===== src/rtl/mem_stage_pkg.sv =====
// Shared constants for the MEM stage: opcodes, control-bit positions,
// access sizes and the memory-dump state encoding.
package mem_stage_pkg;

    localparam logic [5:0] OP_LB  = 6'h20;
    localparam logic [5:0] OP_LH  = 6'h21;
    localparam logic [5:0] OP_LW  = 6'h23;
    localparam logic [5:0] OP_LBU = 6'h24;
    localparam logic [5:0] OP_LHU = 6'h25;
    localparam logic [5:0] OP_SB  = 6'h28;
    localparam logic [5:0] OP_SH  = 6'h29;
    localparam logic [5:0] OP_SW  = 6'h2B;

    localparam int MEM_BRANCH = 2;
    localparam int MEM_WR     = 1;
    localparam int MEM_RD     = 0;

    localparam int WB_MEMTOREG = 1;
    localparam int WB_REGWRITE = 0;

    typedef enum logic [1:0] {
        ST_IDLE,
        ST_DUMP,
        ST_DONE
    } dump_state_t;

    typedef enum logic [1:0] {
        SZ_BYTE,
        SZ_HALF,
        SZ_WORD
    } acc_size_t;

    // Unknown opcodes fall back to a full-word access.
    function automatic acc_size_t op_size(input logic [5:0] op);
        acc_size_t sz;
        sz = SZ_WORD;
        unique case (1'b1)
            (op == OP_LB), (op == OP_LBU), (op == OP_SB): sz = SZ_BYTE;
            (op == OP_LH), (op == OP_LHU), (op == OP_SH): sz = SZ_HALF;
            default: sz = SZ_WORD;
        endcase
        return sz;
    endfunction

    function automatic logic op_signed(input logic [5:0] op);
        return (op == OP_LB) || (op == OP_LH);
    endfunction

endpackage


===== src/rtl/mem_stage_data_mem.sv =====
// Data memory: byte-lane write on the falling edge, two async read
// ports (pipeline access and memory dump).
module data_mem
    import mem_stage_pkg::*;
#(
    parameter int MSB        = 31,
    parameter int DEPTH_LOG2 = 5
) (
    input  logic                    clk,
    input  logic [(MSB+1)/8-1:0]    we,
    input  logic [DEPTH_LOG2-1:0]   waddr,
    input  logic [MSB:0]            wdata,
    input  logic [DEPTH_LOG2-1:0]   raddr,
    output logic [MSB:0]            rdata,
    input  logic [DEPTH_LOG2-1:0]   daddr,
    output logic [MSB:0]            ddata
);

    localparam int NB = (MSB + 1) / 8;

    logic [MSB:0] mem [2**DEPTH_LOG2];

    always_ff @(negedge clk) begin
        for (int b = 0; b < NB; b++) begin
            if (we[b]) begin
                mem[waddr][b*8 +: 8] <= wdata[b*8 +: 8];
            end
        end
    end

    assign rdata = mem[raddr];
    assign ddata = mem[daddr];

endmodule


===== src/rtl/mem_stage.sv =====
// MEM pipeline stage: load/store alignment, MEM/WB register, and an
// optional memory-dump engine enabled by MEM_STAGE_DUMP_EN.
module mem_stage
    import mem_stage_pkg::*;
#(
    parameter int MSB        = 31,
    parameter int DEPTH_LOG2 = 5
) (
    input  logic                  clk,
    input  logic                  reset,
    input  logic                  db_ena,
    input  logic [MSB:0]          in_ALU,
    input  logic                  in_zero,
    input  logic [4:0]            in_addr_dest,
    input  logic [MSB:0]          in_wr_data,
    input  logic [2:0]            in_MEM,
    input  logic [1:0]            in_WB,
    input  logic [5:0]            in_opcode,
    input  logic                  in_PCend,
    output logic                  pc_src,
    output logic [MSB:0]          memwb_rd_data,
    output logic [MSB:0]          memwb_ALU,
    output logic [4:0]            memwb_addr_dest,
    output logic [1:0]            out_WB,
    output logic                  out_PCendMEM,
    output logic                  misalign,
    input  logic                  dump_req,
    output logic                  dump_busy,
    output logic                  dump_valid,
    output logic [DEPTH_LOG2-1:0] dump_addr,
    output logic [MSB:0]          dump_data
);

    localparam int NB = (MSB + 1) / 8;
    localparam int W  = DEPTH_LOG2;

    logic [W-1:0]  widx;
    logic [1:0]    off;
    acc_size_t     sz;
    logic          sgn;
    logic          is_rd;
    logic          is_wr;
    logic          mis_acc;
    logic          st_en;
    logic          dump_blk;
    logic [NB-1:0] we;
    logic [MSB:0]  wdata;
    logic [MSB:0]  rdata;
    logic [MSB:0]  lane;
    logic [MSB:0]  ld_val;
    logic [W-1:0]  daddr;
    logic [MSB:0]  ddata;
    logic          unused_alu_hi;

    assign widx  = in_ALU[W+1:2];
    assign off   = in_ALU[1:0];
    assign sz    = op_size(in_opcode);
    assign sgn   = op_signed(in_opcode);
    assign is_rd = in_MEM[MEM_RD];
    assign is_wr = in_MEM[MEM_WR];

    assign unused_alu_hi = |in_ALU[MSB:W+2];

    assign pc_src = in_MEM[MEM_BRANCH] & in_zero;

    assign mis_acc = ((sz == SZ_HALF) && off[0]) ||
                     ((sz == SZ_WORD) && (off != 2'b00));

    assign st_en = db_ena && is_wr && !mis_acc && !dump_blk;

    // Store data is replicated across lanes; the enables pick the lanes.
    always_comb begin
        we    = '0;
        wdata = in_wr_data;
        case (sz)
            SZ_BYTE: begin
                we[off] = st_en;
                wdata   = {NB{in_wr_data[7:0]}};
            end
            SZ_HALF: begin
                we[{off[1], 1'b0} +: 2] = {2{st_en}};
                wdata = {(NB/2){in_wr_data[15:0]}};
            end
            default: begin
                we = {NB{st_en}};
            end
        endcase
    end

    assign lane = rdata >> {off, 3'b000};

    always_comb begin
        ld_val = rdata;
        case (sz)
            SZ_BYTE: ld_val = {{(MSB-7){sgn & lane[7]}}, lane[7:0]};
            SZ_HALF: ld_val = {{(MSB-15){sgn & lane[15]}}, lane[15:0]};
            default: ld_val = rdata;
        endcase
    end

    data_mem #(
        .MSB       (MSB),
        .DEPTH_LOG2(DEPTH_LOG2)
    ) u_mem (
        .clk  (clk),
        .we   (we),
        .waddr(widx),
        .wdata(wdata),
        .raddr(widx),
        .rdata(rdata),
        .daddr(daddr),
        .ddata(ddata)
    );

    always_ff @(negedge clk or posedge reset) begin
        if (reset) begin
            memwb_rd_data   <= '0;
            memwb_ALU       <= '0;
            memwb_addr_dest <= '0;
            out_WB          <= '0;
            out_PCendMEM    <= 1'b0;
            misalign        <= 1'b0;
        end else if (db_ena) begin
            memwb_rd_data   <= (is_rd && !mis_acc) ? ld_val : '0;
            memwb_ALU       <= in_ALU;
            memwb_addr_dest <= in_addr_dest;
            out_WB          <= in_WB;
            out_PCendMEM    <= in_PCend;
            if ((is_rd || is_wr) && mis_acc) begin
                misalign <= 1'b1;
            end
        end
    end

`ifdef MEM_STAGE_DUMP_EN

    dump_state_t state;

    // Next word to present: restart at 0, else follow the last one shown.
    assign daddr    = dump_valid ? dump_addr + 1'b1 : '0;
    assign dump_blk = dump_busy;

    always_ff @(negedge clk or posedge reset) begin
        if (reset) begin
            state      <= ST_IDLE;
            dump_busy  <= 1'b0;
            dump_valid <= 1'b0;
            dump_addr  <= '0;
            dump_data  <= '0;
        end else begin
            case (state)
                ST_IDLE: begin
                    if (dump_req) begin
                        state      <= ST_DUMP;
                        dump_addr  <= '0;
                        dump_busy  <= 1'b1;
                        dump_valid <= 1'b0;
                    end
                end
                ST_DUMP: begin
                    if (dump_valid && (dump_addr == '1)) begin
                        state      <= ST_DONE;
                        dump_valid <= 1'b0;
                        dump_busy  <= 1'b0;
                    end else begin
                        dump_addr  <= daddr;
                        dump_data  <= ddata;
                        dump_valid <= 1'b1;
                    end
                end
                ST_DONE: begin
                    if (!dump_req) begin
                        state <= ST_IDLE;
                    end
                end
                default: state <= ST_IDLE;
            endcase
        end
    end

`else

    logic unused_dump;

    assign daddr       = '0;
    assign dump_blk    = 1'b0;
    assign dump_busy   = 1'b0;
    assign dump_valid  = 1'b0;
    assign dump_addr   = '0;
    assign dump_data   = '0;
    assign unused_dump = dump_req | (|ddata);

`endif

endmodule


===== config.mk =====
export PLATFORM = sky130hd
export DESIGN_NAME = mem_stage
export DESIGN_NICKNAME = d
export VERILOG_FILES = /design/src/rtl/mem_stage_pkg.sv /design/src/rtl/mem_stage_data_mem.sv /design/src/rtl/mem_stage.sv
export SDC_FILE = /design/constraint.sdc
export NUM_CORES = 2
export LEC_CHECK = 0
export ABC_CLOCK_PERIOD_IN_PS = 2900
export CORE_ASPECT_RATIO = 1.75
export CORE_MARGIN = 5
export CORE_UTILIZATION = 33
export CTS_CLUSTER_DIAMETER = 80
export DETAILED_ROUTE_END_ITERATION = 8
export GPL_ROUTABILITY_DRIVEN = 0
export SLEW_MARGIN = 20
export SYNTH_ARGS = -nofsm -noshare
export SYNTH_HDL_FRONTEND = slang
export SYNTH_SLANG_ARGS = --single-unit

===== constraint.sdc =====
create_clock -name clk -period 2.9 [get_ports clk]
set_input_delay 0.58 -clock clk [delete_from_list [all_inputs] [get_ports clk]]
set_output_delay 0.58 -clock clk [all_outputs]
set_load 0.05 [all_outputs]

==> results_dict.tcl <==
set metrics [dict create \
    status "complete, but fails checks" \
    violations "setup timing" \
    r2r_cells 10 \
    die_x_um 285.1 \
    drive_gt1_frac 0.3555 \
    grt_overflow_total 0 \
    synth.area.top_cells "edfxtp_1 70%, mux2i_1 9.4%, dfrtn_1 4.2%, mux4_2 3.1%, o22ai_1 2.9%" \
    skew_ps 113.8 \
    min_from "memwb_rd_data[3]" \
    cts_tree "done" \
    crit_fanout 7 \
    crit_buf_inv 7 \
    clk_pin_slew_ps 50 \
    start_util 0.3325 \
    endpoint_kind "flop" \
    drtIter0Drc 3724 \
    row_count 176 \
    final_common_cell "inv_1" \
    layout.nets 4553 \
    cts_max_level 3 \
    grt_pass1_vias 33245 \
    placed_area_um2 54640 \
    slowest_stage "nor4_1" \
    clk_latency_ps 780 \
    ir_worst_vdd_mv 0.7021 \
    rsz0062_at_grt "true" \
    die_area_um2 140100 \
    yosys_register_bits 1097 \
    cp_top_family "buffers and inverters" \
    synth_cells 2524 \
    antenna_found_initial 1 \
    synth_top_area_frac 0.7034 \
    coreArea_um2 131500 \
    required_ps 1950 \
    syn_to_final_growth_pct 56.74 \
    setup_viol 1882 \
    stdcell_count 6241 \
    hp-class "reg2reg" \
    tightest_slew_ps 664.8 \
    final_cell_mix "1,037 x inv_1, 1,024 x edfxtp_1, 425 x buf_4, 330 x mux2i_1, 310 x buf_12" \
    wl_per_cell_um 28.35 \
    clockRootBuffer "clkbuf_16" \
    cts_hold_buffers 0 \
    fin_ws_ps -951.3 \
    start_kind "input pin" \
    drt_wl_total_um 176900 \
    hold-path-endpoint "memwb_rd_data[3]" \
    grt_usage 0.2079 \
    reg2reg_from "u_mem.mem[22][23]" \
    cts_buffer_depth 3 \
    yosysSeqAreaShare 0.7452 \
    drcViolationCount 0 \
    syn-cell-area_um2 43710 \
    worstPathCellList "buf_16 > buf_12 > buf_8 > buf_16 > buf_8 > buf_4 > mux2i_1 > o22ai_1 > nor4_1 > nand2_1 > buf_12 > o221ai_1 > o2bb2ai_1" \
    relSlewSlack 0.5568 \
    synthArstFlopShare 0.06655 \
    setup-tns-final_ps -710850 \
    die_y_um 491.5 \
    yosysWarnings 0 \
    drtAntennaViolNets 0 \
    dp.cells 4786 \
    cpPeakStageDelay_ps 490 \
    viasPerCell 5.377 \
    cts_buffers 98 \
    critical_path_class "in2reg" \
    port-buffer-count 158 \
    grt_first_pass_wirelength_um 212600 \
    synth_cell_types 62 \
    grt_max_degree 36 \
    nFillCells 10240 \
    hold_depth 1 \
    firstDrtPassIters 9 \
    finalHoldViolations 0 \
    yosysTopAreaCell "edfxtp_1" \
    reg2reg_slack_ps 380 \
    vias 33556 \
    leakage_nw 28.45 \
    synthFlopType "edfxtp_1" \
    cts.sinks 1097 \
    postSynthAreaPerCell_um2 17.32 \
    r2r_end "memwb_rd_data[29]" \
    stdcell_area_um2 68510 \
    total_power_mw 42.47 \
    synth_edf_count 1024 \
    crit_arrival_ps 2900 \
    ios 199 \
    hpwlAfterDp_um 102200 \
    p_per_area_nw_per_um2 619.8 \
    maxSlewViolCount 0 \
    drv_cap 0 \
]
## kinds of logic (layout without fill, tap and decap cells)
family | after synthesis | after routing | synth area share
XOR/XNOR | 1 | 1 | 0.0002004
multiplexers | 530 | 548 | 0.1403
buffers and inverters | 203 | 2159 | 0.02507
other | 1 | 41 | 0.00008579
flip-flops | 1097 | 1097 | 0.7452
AND/OR/NAND/NOR | 379 | 379 | 0.04142
AO/OA/AOI/OAI | 313 | 325 | 0.04774
## power breakdown
part | switching [mW] | leakage [nW] | internal (mW)
registers | 0.111 | 10.1 | 17.6
logic | 2.51 | 11.2 | 1.97
clock network | 10.2 | 7.20 | 10.1
## routing by layer
metal,track usage,share of wire,routed length (um),vias up
met3,0.04870,0.087,15340,673
met1,0.2130,0.31,54520,16577
met5,0,0,0,-
met2,0.3664,0.51,90430,2355
li1,-,-,-,13951
met4,0.1560,0.094,16610,0
## what timing repair did
| action | 4_1_cts | 5_1_grt |
|---|---|---|
| gates cloned | 11 | 68 |
| setup endpoints to repair | 1898 | 1898 |
| pin swaps | 44 | 136 |
| gates resized for setup | 196 | 486 |
| setup buffers | 54 | 133 |
## flip-flops by register name, summed over array words and instances, names as in the netlist
signal / cells
memwb_ALU: 32
out_PCendMEM: 1
memwb_rd_data: 32
memwb_addr_dest: 5
u_mem.mem: 1024
misalign: 1
out_WB: 2
## per-stage QoR
step                setup slack, ps  hold slack, ps    util
detailed placement            -2199           509.5  0.4156
CTS                          -906.8           515.6  0.4853
global route                 -951.8           524.9  0.5211
floorplan                     -1141           651.5       -
finish                       -951.3           510.3  0.5212
global placement              -2159           503.2  0.4156
## area by class of cell
class                           count  area, um2  area share
Timing Repair Buffer              949      12530      0.1828
Antenna cell                        2      5.005  0.00007305
Multi-Input combinational cell   1292      13870      0.2025
Clock buffer                      113       2708     0.03952
Sequential cell                  1097      32580      0.4755
Inverter                            5      20.02   0.0002922
Tap cell                         1691       2116     0.03088
Clock inverter                   1092       4688     0.06843
## synth_stat cells (2+ instances only)
cell / n
and2_1: 5
clkbuf_1: 77
dfrtn_1: 73
nand2_1: 124
a32o_1: 8
buf_4: 49
o21ai_1: 2
nor3_1: 4
inv_1: 5
a22oi_1: 12
nand4b_1: 3
mux2i_1: 410
buf_2: 53
o22ai_1: 201
nor4_2: 3
nor2b_1: 9
a32oi_1: 7
o211ai_1: 2
and3_1: 2
edfxtp_1: 1024
or3_1: 2
o2bb2ai_1: 4
nand4_1: 4
nor2_1: 145
o21ai_0: 20
or4_1: 3
a221o_1: 17
a31oi_1: 3
o2111ai_1: 2
nand2b_1: 3
nor4_1: 44
mux4_2: 60
nand3_1: 11
or4b_1: 3
buf_1: 6
mux2_2: 59
buf_6: 11
nor4_4: 2
nand4bb_1: 6
a21oi_1: 23
a21o_1: 2
## worst max-delay path by stage
stage                        endpoint  cells after the start  slack, ps          from
floorplan           memwb_rd_data[27]                     10      -1140     in_ALU[3]
finish               memwb_rd_data[4]                     13       -950     in_ALU[3]
detailed placement  memwb_rd_data[29]                     12      -2200     in_ALU[2]
CTS                 memwb_rd_data[29]                     11       -910  in_opcode[5]
global placement    memwb_rd_data[20]                     12      -2160     in_ALU[2]
global route        memwb_rd_data[29]                     14       -950     in_ALU[5]
Note: power is estimated with default switching activity, not from simulation.
